`config.mk`:
```
export PLATFORM = sky130hd
export DESIGN_NAME = spi_slave_shift
export DESIGN_NICKNAME = d
export VERILOG_FILES = /design/src/rtl/spi_slave_shift_pkg.sv /design/src/rtl/spi_slave_shift_sync_edge.sv /design/src/rtl/spi_slave_shift.sv
export SDC_FILE = /design/constraint.sdc
export NUM_CORES = 1
export LEC_CHECK = 0
export BUFFER_PORTS_ARGS = -buffer_cell sky130_fd_sc_hd__buf_2
export CAP_MARGIN = 20
export CORE_ASPECT_RATIO = 1.2
export CORE_MARGIN = 4
export CORE_UTILIZATION = 25
export DETAILED_ROUTE_END_ITERATION = 6
export SLEW_MARGIN = 20
export SYNTH_ARGS = -nofsm -noshare
export SYNTH_HDL_FRONTEND = slang
export SYNTH_SLANG_ARGS = --single-unit
```
`constraint.sdc`:
```
create_clock -name wb_clk -period 5.1 [get_ports wb_clk]
set_input_delay 0.255 -clock wb_clk [delete_from_list [all_inputs] [get_ports wb_clk]]
set_output_delay 0.255 -clock wb_clk [all_outputs]
set_load 0.1 [all_outputs]
```
`src/rtl/spi_slave_shift_pkg.sv`:
```
// Shared definitions for the SPI responder shift engine: default word
// length, FSM state encoding and SPI mode constants.
package spi_slave_shift_pkg;

    localparam int SPI_MAX_LEN = 32;

    // SPI modes as {cpol, cpha}
    localparam logic [1:0] SPI_MODE0 = 2'b00;
    localparam logic [1:0] SPI_MODE1 = 2'b01;
    localparam logic [1:0] SPI_MODE2 = 2'b10;
    localparam logic [1:0] SPI_MODE3 = 2'b11;

    typedef enum logic [0:0] {
        ST_IDLE   = 1'b0,
        ST_ACTIVE = 1'b1
    } spi_state_t;

    // Modes 0 and 3 sample on the rising sclk edge, modes 1 and 2 on the falling edge.
    function automatic logic sample_on_rise(input logic [1:0] mode);
        logic r;
        case (mode)
            SPI_MODE0, SPI_MODE3: r = 1'b1;
            SPI_MODE1, SPI_MODE2: r = 1'b0;
            default:              r = 1'b0;
        endcase
        return r;
    endfunction

endpackage

```
`src/rtl/spi_slave_shift_sync_edge.sv`:
```
// Synchroniser for one asynchronous pad input followed by one edge-detect
// flop. rise/fall are registered single-cycle pulses.
module spi_slave_shift_sync_edge #(
    parameter int   SYNC_STAGES = 2,
    parameter logic RESET_VAL   = 1'b0
) (
    input  logic wb_clk,
    input  logic wb_reset,
    input  logic din,
    output logic rise,
    output logic fall
);

    logic [SYNC_STAGES-1:0] sync_q;
    logic                   prev_q;
    logic                   level;

    assign level = sync_q[SYNC_STAGES-1];

    // Synchroniser chain, previous-value flop and registered edge pulses.
    always_ff @(posedge wb_clk or posedge wb_reset) begin
        if (wb_reset) begin
            sync_q <= {SYNC_STAGES{RESET_VAL}};
            prev_q <= RESET_VAL;
            rise   <= 1'b0;
            fall   <= 1'b0;
        end else begin
            sync_q <= {sync_q[SYNC_STAGES-2:0], din};
            prev_q <= level;
            rise   <= level & ~prev_q;
            fall   <= ~level & prev_q;
        end
    end

endmodule

```
`src/rtl/spi_slave_shift.sv`:
```
// SPI responder shift engine. Oversamples sclk/ss_n/mosi in the wb_clk domain,
// deserialises mosi into rx_data and serialises the tx holding register onto miso.
// Optional sticky overrun/underrun flags are built when SPI_SLAVE_ERR_EN is defined.
// Handshakes: tx_load is accepted only in a cycle where tx_ready=1; rx_valid stays
// high until a cycle with rx_ack=1 (unless a new word lands that same cycle).
module spi_slave_shift
    import spi_slave_shift_pkg::*;
#(
    parameter int MAX_LEN     = SPI_MAX_LEN,
    parameter int SYNC_STAGES = 2,
    localparam int LW         = $clog2(MAX_LEN),
    localparam int CW         = $clog2(MAX_LEN + 1)
) (
    input  logic               wb_clk,
    input  logic               wb_reset,
    input  logic               cpol,
    input  logic               cpha,
    input  logic               lsb,
    input  logic [LW-1:0]      len,
    input  logic [MAX_LEN-1:0] tx_data,
    input  logic               tx_load,
    output logic               tx_ready,
    output logic [MAX_LEN-1:0] rx_data,
    output logic               rx_valid,
    input  logic               rx_ack,
    input  logic               sclk,
    input  logic               ss_n,
    input  logic               mosi,
    output logic               miso,
    output logic               miso_oe,
    output logic               busy,
    output logic               err_ovr,
    output logic               err_udr,
    input  logic               err_clr
);

    spi_state_t state, next_state;

    logic               sclk_rise, sclk_fall;
    logic               ss_rise, ss_fall;
    logic [SYNC_STAGES-1:0] mosi_sync;
    logic               mosi_s;

    logic [CW-1:0]      word_len;
    logic [CW-1:0]      bit_cnt;
    logic [LW-1:0]      cur_pos;
    logic [MAX_LEN-1:0] tx_shift;
    logic [MAX_LEN-1:0] rx_shift;
    logic [MAX_LEN-1:0] rx_next;
    logic [MAX_LEN-1:0] hold_data;
    logic               hold_full;
    logic [MAX_LEN-1:0] load_word;

    logic               frame_start;
    logic               frame_abort;
    logic               active;
    logic               on_rise;
    logic               sample_edge;
    logic               shift_edge;
    logic               word_done;
    logic               word_start;

    // Position in the word of the idx-th transferred bit for the current bit order.
    function automatic logic [LW-1:0] bit_pos(input logic [CW-1:0] idx,
                                              input logic [CW-1:0] wl,
                                              input logic          lsb_first);
        logic [CW-1:0] p;
        p = lsb_first ? idx : (wl - idx - CW'(1));
        return p[LW-1:0];
    endfunction

    spi_slave_shift_sync_edge #(
        .SYNC_STAGES (SYNC_STAGES),
        .RESET_VAL   (1'b0)
    ) u_sclk_sync (
        .wb_clk   (wb_clk),
        .wb_reset (wb_reset),
        .din      (sclk),
        .rise     (sclk_rise),
        .fall     (sclk_fall)
    );

    spi_slave_shift_sync_edge #(
        .SYNC_STAGES (SYNC_STAGES),
        .RESET_VAL   (1'b1)
    ) u_ss_sync (
        .wb_clk   (wb_clk),
        .wb_reset (wb_reset),
        .din      (ss_n),
        .rise     (ss_rise),
        .fall     (ss_fall)
    );

    // Data input only needs the synchroniser; it is sampled on the sclk pulses.
    always_ff @(posedge wb_clk or posedge wb_reset) begin
        if (wb_reset) begin
            mosi_sync <= '0;
        end else begin
            mosi_sync <= {mosi_sync[SYNC_STAGES-2:0], mosi};
        end
    end

    assign mosi_s    = mosi_sync[SYNC_STAGES-1];
    assign word_len  = (len == '0) ? CW'(MAX_LEN) : CW'(len);
    assign cur_pos   = bit_pos(bit_cnt, word_len, lsb);
    assign load_word = hold_full ? hold_data : '0;
    assign on_rise   = sample_on_rise({cpol, cpha});

    assign active      = (state == ST_ACTIVE) && !ss_rise;
    assign sample_edge = active && (on_rise ? sclk_rise : sclk_fall);
    assign shift_edge  = active && (on_rise ? sclk_fall : sclk_rise);
    assign word_done   = sample_edge && ((bit_cnt + CW'(1)) == word_len);
    assign word_start  = frame_start || word_done;

    assign busy     = (state == ST_ACTIVE);
    assign miso_oe  = (state == ST_ACTIVE);
    assign tx_ready = ~hold_full;

    // Incoming word with the current mosi bit merged in at its position.
    always_comb begin
        rx_next          = rx_shift;
        rx_next[cur_pos] = mosi_s;
    end

    // FSM state register.
    always_ff @(posedge wb_clk or posedge wb_reset) begin
        if (wb_reset) begin
            state <= ST_IDLE;
        end else begin
            state <= next_state;
        end
    end

    // FSM next state: select falling starts a frame, select rising ends it.
    always_comb begin
        next_state  = state;
        frame_start = 1'b0;
        frame_abort = 1'b0;
        case (state)
            ST_IDLE: begin
                if (ss_fall) begin
                    next_state  = ST_ACTIVE;
                    frame_start = 1'b1;
                end
            end
            ST_ACTIVE: begin
                if (ss_rise) begin
                    next_state  = ST_IDLE;
                    frame_abort = 1'b1;
                end
            end
            default: next_state = ST_IDLE;
        endcase
    end

    // Shift engine: bit counter, rx/tx shifters and the registered miso bit.
    always_ff @(posedge wb_clk or posedge wb_reset) begin
        if (wb_reset) begin
            bit_cnt  <= '0;
            tx_shift <= '0;
            rx_shift <= '0;
            miso     <= 1'b0;
        end else if (frame_start) begin
            bit_cnt  <= '0;
            rx_shift <= '0;
            tx_shift <= load_word;
            // cpha=0 presents the first bit before the first sclk edge.
            miso     <= cpha ? 1'b0 : load_word[bit_pos('0, word_len, lsb)];
        end else if (frame_abort) begin
            bit_cnt  <= '0;
            rx_shift <= '0;
            miso     <= 1'b0;
        end else if (active) begin
            if (sample_edge) begin
                if (word_done) begin
                    bit_cnt  <= '0;
                    rx_shift <= '0;
                    tx_shift <= load_word;
                end else begin
                    bit_cnt  <= bit_cnt + CW'(1);
                    rx_shift <= rx_next;
                end
            end
            if (shift_edge) begin
                miso <= tx_shift[cur_pos];
            end
        end
    end

    // Receive output register; a completing word wins over a same-cycle ack.
    always_ff @(posedge wb_clk or posedge wb_reset) begin
        if (wb_reset) begin
            rx_data  <= '0;
            rx_valid <= 1'b0;
        end else if (word_done) begin
            rx_data  <= rx_next;
            rx_valid <= 1'b1;
        end else if (rx_ack) begin
            rx_valid <= 1'b0;
        end
    end

    // Transmit holding register; emptied whenever a word moves into the shifter.
    always_ff @(posedge wb_clk or posedge wb_reset) begin
        if (wb_reset) begin
            hold_data <= '0;
            hold_full <= 1'b0;
        end else if (tx_load && !hold_full) begin
            hold_data <= tx_data;
            hold_full <= 1'b1;
        end else if (word_start) begin
            hold_full <= 1'b0;
        end
    end

`ifdef SPI_SLAVE_ERR_EN
    // Sticky error flags; clearing takes priority over a same-cycle set.
    always_ff @(posedge wb_clk or posedge wb_reset) begin
        if (wb_reset) begin
            err_ovr <= 1'b0;
            err_udr <= 1'b0;
        end else if (err_clr) begin
            err_ovr <= 1'b0;
            err_udr <= 1'b0;
        end else begin
            if (word_done && rx_valid && !rx_ack) begin
                err_ovr <= 1'b1;
            end
            if (word_start && !hold_full) begin
                err_udr <= 1'b1;
            end
        end
    end
`else
    logic unused_err_clr;

    assign unused_err_clr = err_clr;
    assign err_ovr        = 1'b0;
    assign err_udr        = 1'b0;
`endif

endmodule

```
==> metrics.csv, run 1 <==
stage,metric,value,unit
flow_run,total of max-cap violations,0,
die,# IOs,87,
logic_synthesis,Gate Count Post-Synth,880,
global_route,initial antenna violation count,2,
setup_path,"Req. time, crit path",5.39,ns
logic_synthesis,cell area after synthesis,8401,um2
die,Core Rows,73,
logic_synthesis,leading area contributor after synthesis,dfrtp_1,
timing,Final Hold Vio Count,0,
timing,RSZ-0062 raised after global routing,false,
cells_and_area,# diodes,0,
placed_design,PortBufs,83,
clock_tree,Clock Sinks,150,
global_route,first-pass GRT wire length,36310,um
setup_path,CP arrival,3.77,ns
detailed_routing,final WL,22160,um
clock_tree,later-pin clock latency in the skew report,0.43,ns
clock_tree,"CTS clk-pin slew, worst paths",0.07,ns
setup_path,worst-path maximum fanout,23,
die,area of the die,36610,um2
placed_design,hpwl dp,15380,um
logic_synthesis,Syn Area/Cell,9.546,um2
global_route,Total GRT Usage,0.1222,
logic_synthesis,top cells by instance count after synthesis,"dfrtp_1, nand2_1, o21ai_0",
detailed_routing,Via density,4.816,
setup_path,Worst Setup Path Type,flop to flop,
power,Sw Share,0.3584,
cells_and_area,layout cells sized above 1,0.2209,
global_route,largest net degree at the start of global routing,103,
die,starting density of the core,0.2534,
clock_tree,Num CTS Buffers,17,
global_route,vias in the first global route,6458,
worst_hold_path,Hold Path Class,primary input to async pin,
power,Power Density,433.9,nW/um2
global_route,grt ovf,0,
clock_tree,CTS tree,done,
clock_tree,H-tree lvl count,4,
timing,Clock Skews,0.008757,ns
logic_synthesis,ranking of synthesized cells by area,"dfrtp_1, nand2_1, mux2_2",
logic_synthesis,Ys Warns,0,
detailed_routing,total number of vias,6680,
setup_path,critical path startpoint category,flop,
logic_synthesis,cell with the most instances after synthesis,dfrtp_1,
logic_synthesis,"Seq/Total Area, Yosys",0.4473,
die,Die Wd,175.3,um
logic_synthesis,Seq cells post-synth,150,
clock_tree,CTS Root Cell,clkbuf_16,
outcome,outcome,completed,
die,die span in y,208.8,um
logic_synthesis,predominant post-synthesis flop cell,dfrtp_1,
power,Combinational Power Share,0.279,
cells_and_area,synth-to-layout area growth,16.22,%
timing,fin. max-slew vios,0,
detailed_routing,initial drt markers,569,
cells_and_area,Layout Utilization,0.2945,
detailed_routing,final antenna-violating net count,0,
logic_synthesis,Post-synth EDFFs,0,
timing,Post-Route Setup TNS,0,ns
die,Core Region,33160,um2
power,Max IR drop VDD,0.3618,mV
power,Sequential Power Share,0.408,
placed_design,routability cong.,0.8203,
power,Switch Pwr,0.001518,W
logic_synthesis,area share of the largest cell type after synthesis,0.4379,
power,internal power,0.002718,W
timing,min cycle time layout,3.480,ns
power,Clk network pwr share,0.313,
timing,fmax,287.4,MHz
cells_and_area,post-layout net count,977,
logic_synthesis,post-synth cell types,78,
timing,Final setup viols,0,
clock_tree,Longest Clk Path Bufs,2,
timing,Worst-Margin Slew,1.096,ns
cells_and_area,fillers,3454,
setup_path,Crit. End Element,flop,
logic_synthesis,Synth async-reset ratio,1.000,
timing,Worst slew margin,0.2692,
detailed_routing,first-pass detailed-route iteration total,5,
timing,period utilization,0.6823,
power,Static Leak,4.096,nW
detailed_routing,DRC viols,0,
detailed_routing,per-cell routed wire length,15.98,um
-- power by group through the flow --
stage          registers [W]  logic [W]  clock network, W
4_1_cts              0.00173    0.00119           0.00136
3_5_place_dp         0.00175    0.00118                 0
6_report             0.00173    0.00118           0.00133
3_3_place_gp         0.00174    0.00116                 0
2_1_floorplan        0.00171   0.000900                 0
5_1_grt              0.00177    0.00132           0.00141
-- cells by family (layout without fill, tap and decap cells) --
logic type / count (synthesis) / count (layout) / synth area share
AND/OR/NAND/NOR: 277 / 277 / 0.1574
AO/OA/AOI/OAI: 261 / 261 / 0.2216
flip-flops: 150 / 150 / 0.4473
buffers and inverters: 101 / 157 / 0.05809
multiplexers: 76 / 76 / 0.09651
XOR/XNOR: 9 / 9 / 0.01117
adder cells (fa/ha/maj): 5 / 5 / 0.007447
other: 1 / 2 / 0.0004464
-- state kept, by name (all words and copies together) (netlist names) --
register and cells:
miso 1, u_ss_sync.sync_q 2, u_ss_sync.prev_q 1, rx_shift 32, u_ss_sync.rise 1, u_ss_sync.fall 1
hold_full 1, bit_cnt 6, hold_data 32, u_sclk_sync.sync_q 2, rx_valid 1, rx_data 32
tx_shift 32, u_sclk_sync.fall 1, busy 1, mosi_sync 2, u_sclk_sync.rise 1, u_sclk_sync.prev_q 1
-- layout by cell type (no fill, tap or decap), types with 5 or more instances in the layout --
| master | netlist | layout |
|---|---|---|
| mux2i_1 | 38 | 38 |
| nor2b_1 | 13 | 12 |
| a211oi_1 | 16 | 16 |
| and3_1 | 7 | 7 |
| a211oi_2 | 8 | 8 |
| o22ai_1 | 21 | 21 |
| nand2_1 | 146 | 146 |
| nor2_1 | 31 | 31 |
| o221ai_1 | 6 | 6 |
| dfrtp_1 | 147 | 147 |
| buf_2 | 14 | 83 |
| a211oi_4 | 7 | 7 |
| o21ai_1 | 38 | 38 |
| a22o_1 | 18 | 18 |
| a22oi_1 | 7 | 7 |
| a21oi_1 | 28 | 28 |
| clkinvlp_4 | 0 | 5 |
| nand3_1 | 9 | 9 |
| a31oi_1 | 8 | 7 |
| nor3_1 | 15 | 15 |
| o2111ai_1 | 5 | 5 |
| o21ai_0 | 61 | 61 |
| clkbuf_16 | 0 | 17 |
| inv_1 | 26 | 25 |
| xnor2_1 | 5 | 5 |
| nand4_1 | 20 | 20 |
| ha_1 | 5 | 5 |
| buf_4 | 8 | 12 |
| mux2_2 | 37 | 37 |
| a21o_1 | 5 | 5 |
-- area by class of cell --
class,instances,area [um2],area share
multi-input combinational,630,4177,0.4278
clock inverter,13,170.2,0.01743
inverter,26,102.6,0.01051
sequential,150,3757,0.3849
timing repair buffer,99,550.5,0.05639
clock buffer,19,442.9,0.04537
tap,450,563.0,0.05767
-- per-layer routing --
layer | wire [um] | part of all wire | GRT usage
met4 | 231 | 0.010 | 0.03035
met1 | 10020 | 0.45 | 0.1704
met3 | 1189 | 0.054 | 0.02623
met5 | 19 | 0.00086 | 0
met2 | 10700 | 0.48 | 0.1941
-- worst max-delay path, cell delays in order (launching register included) --
cell     delay (ns)
dfrtp_1        0.56
ha_1           0.33
xor2_1         0.15
nor2_1         0.12
nor4b_2        0.44
nand3_2        0.46
and2_2         0.55
nand2_1        0.54
o22ai_1        0.17
-- final timing paths --
kind	endpoint	start	slack [ns]	cells past startpoint
max reg2reg	rx_shift[31]	bit_cnt[1]	1.62	8
min in group wb_clk	rx_valid	rx_ack	0.03	2
min	rx_data[11]	wb_reset	0.03	2
max	rx_shift[31]	bit_cnt[1]	1.62	8
min reg2reg	mosi_sync[1]	mosi_sync[0]	0.35	0
max in group asynchronous	u_sclk_sync.sync_q[0]	wb_reset	3.83	3
-- what timing repair did --
item / 4_1_cts / 5_1_grt
hold buffers: 3 / 0
endpoints found under the hold margin: 3 / 0
setup buffers: 0 / 0
resized for setup: 0 / 0
-- stage by stage --
| step | area [um2] | std cells | hold slack (ns) | power, W | setup WS [ns] |
|---|---|---|---|---|---|
| finish | 9763 | 1387 | 0.02501 | 0.004236 | 1.620 |
| global route | 9763 | 1387 | 0.02171 | 0.004498 | 1.376 |
| CTS | 9748 | 1386 | 0.02156 | 0.004272 | 1.299 |
| detailed placement | 9105 | 1351 | 0.3365 | 0.002933 | 1.319 |
| global placement | 9105 | 1351 | 0.3323 | 0.002894 | 1.382 |
| floorplan | 8404 | 881 | 0.2595 | 0.002607 | 0.8136 |
Note: power is estimated with default switching activity, not from simulation.
==> run 2, diff against run 1 <==
==> constraint.sdc (replaced) <==
create_clock -name wb_clk -period 3.17 [get_ports wb_clk]
set_input_delay 0.1585 -clock wb_clk [delete_from_list [all_inputs] [get_ports wb_clk]]
set_output_delay 0.1585 -clock wb_clk [all_outputs]
set_load 0.1 [all_outputs]
==> metrics.csv, run 2 (synthesis gave the netlist of run 1 again) <==
stage,metric,value,unit,change
outcome,outcome,completed,,
clock_tree,Longest Clk Path Bufs,2,,unchanged
die,# IOs,87,,unchanged
setup_path,slowest CP cell,dfrtp_1,,
global_route,first-pass GRT wire length,36860,um,+1.5%
die,area of the die,36610,um2,unchanged
placed_design,placed inst area,9314,um2,+2.3%
placed_design,routability cong.,0.8734,,+6.5%
setup_path,CP arrival,3.23,ns,-0.54 ns
setup_path,worst-path maximum fanout,9,,-61%
setup_path,Worst path max stage delay,0.35,ns,-0.21 ns
clock_tree,Clock Sinks,150,,unchanged
clock_tree,H-tree lvl count,4,,unchanged
setup_path,"Critical Path, Cell by Cell",inv_1 > ha_1 > ha_1 > o21a_4 > a211o_1 > a31o_2 > buf_4 > a211oi_2 > mux2i_1 > o21ai_1,,
die,Die Wd,175.3,um,unchanged
detailed_routing,final WL,22720,um,+2.5%
timing,RSZ-0062 raised after global routing,false,,
global_route,vias in the first global route,6729,,+4.2%
detailed_routing,first-pass detailed-route iteration total,5,,unchanged
clock_tree,Num CTS Buffers,17,,unchanged
clock_tree,"CTS clk-pin slew, worst paths",0.07,ns,about the same
setup_path,WP buf/inv,2,,+2
timing,Hold WS,0.2299,ns,+0.2049 ns
placed_design,hpwl dp,16290,um,+5.9%
global_route,M1 GR Usage,0.1648,,-0.005693
power,Max IR drop VDD,0.6046,mV,+67%
setup_path,Most common cell on crit path,ha_1,,
cells_and_area,fillers,3419,,-1.0%
setup_path,FF-to-FF Start,bit_cnt[0],,
setup_path,Worst Setup Path Type,flop to flop,,
global_route,largest net degree at the start of global routing,66,,-36%
cells_and_area,final non-filler cell area,10300,um2,+5.5%
flow_run,total of max-cap violations,0,,unchanged
die,die span in y,208.8,um,unchanged
cells_and_area,Non-Filler Instances,1439,,+3.7%
setup_path,Setup crit start,bit_cnt[0],,
power,Tot Pwr,0.006836,W,+61%
global_route,GR Layer Usage met3,0.02913,,+0.002895
clock_tree,CTS Root Cell,clkbuf_16,,
timing,fmax,342.8,MHz,+19%
detailed_routing,per-cell routed wire length,15.79,um,-1.2%
global_route,initial antenna violation count,1,,-1
detailed_routing,total number of vias,6913,,+3.5%
global_route,GRT busiest layer,met2,,
cells_and_area,post-layout net count,1029,,+5.3%
timing,period utilization,0.9202,,+0.2379
placed_design,PortBufs,83,,unchanged
power,Power Density,663.6,nW/um2,+53%
global_route,Total GRT Usage,0.1242,,+0.001945
timing,Final Hold Vio Count,0,,unchanged
timing,Worst-Margin Slew,0.6983,ns,-0.3979 ns
die,Core Region,33160,um2,unchanged
die,starting density of the core,0.2534,,unchanged
clock_tree,CTS tree,done,,
worst_hold_path,Hold Path Class,primary input to async pin,,
power,Static Leak,4.352,nW,+6.3%
global_route,met2 usage,0.2075,,+0.01338
clock_tree,Setup Buffers After CTS,0,,unchanged
die,Core Rows,73,,unchanged
timing,min cycle time layout,2.917,ns,-0.5626 ns
timing,Final setup viols,0,,unchanged
cells_and_area,"commonest cells after routing, fill and taps aside","dfrtp_1, nand2_1, buf_2",,
detailed_routing,initial drt markers,533,,-6.3%
detailed_routing,final antenna-violating net count,0,,unchanged
setup_path,Crit. End Element,flop,,
cells_and_area,# diodes,0,,unchanged
setup_path,cell family with most CP delay,compound AO/OA/AOI/OAI gates,,
placed_design,placed cells,1369,,+1.3%
detailed_routing,Via density,4.804,,-0.25%
timing,Post-Route Setup TNS,0,ns,unchanged
timing,fin. max-slew vios,0,,unchanged
timing,Worst slew margin,0.5345,,+0.2653
global_route,grt ovf,0,,unchanged
setup_path,"Req. time, crit path",3.49,ns,-1.90 ns
timing,Clock Skews,0.01548,ns,+0.006721 ns
cells_and_area,"commonest non-fill, non-tap cell in the layout",dfrtp_1,,
cells_and_area,synth-to-layout area growth,22.64,%,
cells_and_area,layout cells sized above 1,0.2265,,+0.005574
detailed_routing,DRC viols,0,,unchanged
clock_tree,later-pin clock latency in the skew report,0.44,ns,about the same
setup_path,critical path startpoint category,flop,,
[run 2: cell count changes in the layout (fill, tap and decap cells not counted), moves of 2 or more]
cell,before,now
dlygate4sd3_1,3,37
buf_4,12,24
buf_12,0,7
clkbuf_8,1,3
inv_6,4,2
[run 2: metrics by stage]
stage | util | setup slack, ns
2_1_floorplan | - | 0.3618
3_3_place_gp | 0.2809 | 0.2345
3_5_place_dp | 0.2809 | 0.1882
4_1_cts | 0.3100 | 0.1779
5_1_grt | 0.3107 | 0.04074
6_report | 0.3107 | 0.2531
[run 2: tightest hold or removal path, stage by stage]
cell and delay, ns:
dlygate4sd3_1 0.53, buf_2 0.14, clkinvlp_4 0.21
[run 2: area by class of cell]
type,count,area (um2),area share
Sequential cell,150,3757,0.3647
Multi-Input combinational cell,630,4182,0.4059
Clock inverter,10,118.9,0.01154
Clock buffer,22,474.2,0.04603
Timing Repair Buffer,151,1106,0.1074
Tap cell,450,563.0,0.05465
Inverter,26,101.3,0.009837
[run 2: power breakdown]
part	leakage, nW	internal, W	switching, W
Combinational	2.11	0.000807	0.00115
Clock	0.283	0.00123	0.000846
Sequential	1.96	0.00237	0.000441
[run 2: final timing paths]
check	end	slack, ns	cells after the start
max	rx_data[12]	0.25	10
min	rx_data[13]	0.23	3
max reg2reg	rx_data[12]	0.25	10
min reg2reg	u_sclk_sync.sync_q[1]	0.35	0
max in group asynchronous	tx_shift[11]	2.07	5
min in group wb_clk	miso	0.30	4
[run 2: timing repair]
item                                    in CTS  in global routing
hold buffers                                37                  0
endpoints found under the setup margin       0                  3
resized for setup                            0                  1
hold endpoints to repair                    72                  0
[run 2: metal layers]
layer | wire length [um] | up-vias
met3 | 1165 | 26
met2 | 11190 | 179
met5 | 18 | -
met1 | 10090 | 3348
li1 | - | 3358
met4 | 256 | 2
==> run 3, diff against run 2 <==
--- a/config.mk
+++ b/config.mk
@@ -5,6 +5,7 @@
 export SDC_FILE = /design/constraint.sdc
 export NUM_CORES = 1
 export LEC_CHECK = 0
+export ABC_AREA = 1
 export BUFFER_PORTS_ARGS = -buffer_cell sky130_fd_sc_hd__buf_2
 export CAP_MARGIN = 20
 export CORE_ASPECT_RATIO = 1.2
==> metrics.csv, run 3 <==
stage,metric,value,unit,change
outcome,outcome,completed,,
timing,Final Hold Vio Count,0,,unchanged
detailed_routing,initial drt markers,483,,-9.4%
clock_tree,CTS Root Cell,clkbuf_16,,
detailed_routing,first-pass detailed-route iteration total,6,,+1
global_route,initial antenna violation count,1,,unchanged
setup_path,FF-to-FF Start,bit_cnt[0],,
setup_path,Setup crit start,bit_cnt[0],,
global_route,first-pass GRT wire length,34250,um,-7.1%
setup_path,R2R cell count,10,,unchanged
detailed_routing,per-cell routed wire length,13.57,um,-14%
cells_and_area,Layout Utilization,0.3134,,+0.002659
cells_and_area,"commonest cells after routing, fill and taps aside","nand2_1, dfrtp_1, nand3_1",,
timing,Final setup viols,0,,unchanged
clock_tree,Num CTS Buffers,17,,unchanged
placed_design,placed cells,1439,,+5.1%
die,starting density of the core,0.2555,,+0.002101
placed_design,PortBufs,83,,unchanged
power,Static Leak,4.904,nW,+13%
power,Power Density,712.7,nW/um2,+7.4%
logic_synthesis,predominant post-synthesis flop cell,dfrtp_1,,
logic_synthesis,area share of the largest cell type after synthesis,0.4697,,+0.03183
timing,RSZ-0062 raised after global routing,false,,
global_route,largest net degree at the start of global routing,74,,+12%
die,Core Rows,70,,-4.1%
logic_synthesis,Seq cells post-synth,150,,unchanged
logic_synthesis,post-synth cell types,36,,-54%
cells_and_area,Non-Filler Instances,1509,,+4.9%
die,# IOs,87,,unchanged
setup_path,Worst Setup Path Type,flop to flop,,
timing,fmax,390.1,MHz,+14%
worst_hold_path,Hold Path Class,primary input to flop,,
die,area of the die,34230,um2,-6.5%
detailed_routing,final WL,20480,um,-9.9%
cells_and_area,post-layout net count,1153,,+12%
setup_path,worst reg2reg setup slack,0.61,ns,+0.35 ns
logic_synthesis,cell area after synthesis,7831,um2,-6.8%
worst_hold_path,min-delay src,cpha,,
clock_tree,Clock Sinks,150,,unchanged
cells_and_area,# diodes,0,,unchanged
flow_run,total of max-cap violations,0,,unchanged
setup_path,critical path startpoint category,flop,,
detailed_routing,total number of vias,6764,,-2.2%
setup_path,CP arrival,2.85,ns,-0.38 ns
cells_and_area,synth-to-layout area growth,22.67,%,about the same
global_route,Total GRT Usage,0.1246,,+0.0003955
timing,Clock Skews,0.01072,ns,-0.004762 ns
logic_synthesis,"Seq/Total Area, Yosys",0.4798,,+0.03251
logic_synthesis,ranking of synthesized cells by area,"dfrtp_1, nand2_1, nand3_1",,
timing,Worst-Margin Slew,0.6729,ns,-0.02544 ns
placed_design,placed inst area,8574,um2,-7.9%
global_route,grt ovf,0,,unchanged
setup_path,worst-path maximum fanout,16,,+7
logic_synthesis,Syn Area/Cell,7.847,um2,-18%
logic_synthesis,cell with the most instances after synthesis,nand2_1,,
placed_design,hpwl dp,13800,um,-15%
setup_path,Crit Reg-Reg Endpoint,rx_shift[14],,
worst_hold_path,Cells on Worst Hold Path,4,,
setup_path,"Req. time, crit path",3.46,ns,-0.03 ns
die,Core Region,30650,um2,-7.5%
logic_synthesis,Post-synth EDFFs,0,,unchanged
logic_synthesis,Ys Warns,0,,unchanged
timing,Post-Route Setup TNS,0,ns,unchanged
timing,Worst slew margin,0.5503,,+0.01587
global_route,vias in the first global route,6555,,-2.6%
placed_design,routability cong.,0.8142,,-6.8%
clock_tree,H-tree lvl count,4,,unchanged
clock_tree,"CTS clk-pin slew, worst paths",0.06,ns,about the same
logic_synthesis,Synth async-reset ratio,1.000,,unchanged
detailed_routing,DRC viols,0,,unchanged
clock_tree,Longest Clk Path Bufs,2,,unchanged
power,Tot Pwr,0.006847,W,+0.15%
cells_and_area,fillers,3300,,-3.5%
die,Die Wd,169.6,um,-3.3%
timing,min cycle time layout,2.563,ns,-0.3536 ns
clock_tree,later-pin clock latency in the skew report,0.43,ns,about the same
logic_synthesis,top cells by instance count after synthesis,"nand2_1, dfrtp_1, nand3_1",,
logic_synthesis,leading area contributor after synthesis,dfrtp_1,,
die,die span in y,201.9,um,-3.3%
cells_and_area,layout cells sized above 1,0.1707,,-0.05578
timing,period utilization,0.8086,,-0.1116
clock_tree,CTS tree,done,,
worst_hold_path,hold endpoint,miso,,
power,Max IR drop VDD,0.5810,mV,-3.9%
cells_and_area,final non-filler cell area,9607,um2,-6.8%
cells_and_area,"commonest non-fill, non-tap cell in the layout",nand2_1,,
detailed_routing,final antenna-violating net count,0,,unchanged
clock_tree,CTS resizes,0,,unchanged
timing,fin. max-slew vios,0,,unchanged
logic_synthesis,Gate Count Post-Synth,998,,+13%
setup_path,Crit. End Element,flop,,
detailed_routing,Via density,4.482,,-6.7%
==> run 3: through the flow <==
| stage | hold slack [ns] | setup slack [ns] |
|---|---|---|
| 2_1_floorplan | 0.1630 | 0.9115 |
| 6_report | 0.1900 | 0.6067 |
| 5_1_grt | 0.2151 | 0.3280 |
| 3_3_place_gp | 0.2718 | 0.6517 |
| 3_5_place_dp | 0.2787 | 0.5986 |
| 4_1_cts | 0.1822 | 0.5813 |
==> run 3: routing by layer <==
| metal | GRT usage | wire length, um | up-vias |
|---|---|---|---|
| li1 | - | - | 3405 |
| met3 | 0.02817 | 923 | 23 |
| met2 | 0.2144 | 10300 | 149 |
| met5 | 0 | 13 | - |
| met1 | 0.1578 | 8992 | 3185 |
| met4 | 0.03192 | 246 | 2 |
==> run 3: cell families (layout without fill, tap and decap cells) <==
group / count (synthesis) / after routing / synth area share
simple gates: 558 / 558 / 0.3109
other cells: 1 / 2 / 0.0004789
mux: 32 / 32 / 0.04601
buf+inv: 156 / 270 / 0.08771
compound gates: 89 / 89 / 0.05832
xor+xnor: 7 / 7 / 0.008789
fa+ha+maj: 5 / 5 / 0.007988
flops: 150 / 150 / 0.4798
==> run 3: critical path, cell delays in order (launching register included) <==
cell and delay, ns:
dfrtp_1 0.44, inv_1 0.11, ha_1 0.32, inv_1 0.12, nand2_1 0.06, nand2_1 0.33, nand2_1 0.20, inv_1 0.45
nand3_1 0.18, nand3_1 0.11, o21ai_0 0.10
==> run 3: report_power, final <==
group          internal (W)  switching (W)
logic              0.000711        0.00133
clock network       0.00136       0.000833
registers           0.00237       0.000245
total               0.00444        0.00241
==> run 3: how the worst max path moves through the flow <==
| stage | endpoint | slack (ns) | cells past startpoint |
|---|---|---|---|
| 3_3_place_gp | rx_shift[17] | 0.65 | 12 |
| 4_1_cts | rx_shift[16] | 0.58 | 10 |
| 2_1_floorplan | rx_data[10] | 0.91 | 10 |
| 6_report | rx_shift[14] | 0.61 | 10 |
| 3_5_place_dp | rx_data[26] | 0.60 | 10 |
| 5_1_grt | rx_shift[4] | 0.33 | 14 |
==> run 3: repair_timing <==
item | in CTS | in global routing
hold endpoints to repair | 61 | 0
hold buffers | 37 | 0
buffers inserted | 0 | 0
==> run 3: final cells by class <==
class                      instances  area (um2)  area share
sequential                       150        3757      0.3911
multi-input combinational        693        3393      0.3532
timing repair buffer             133       928.4     0.09664
tap                              396       495.5     0.05158
clock buffer                      21       460.4     0.04793
inverter                         105       397.9     0.04142
clock inverter                    11       173.9     0.01810
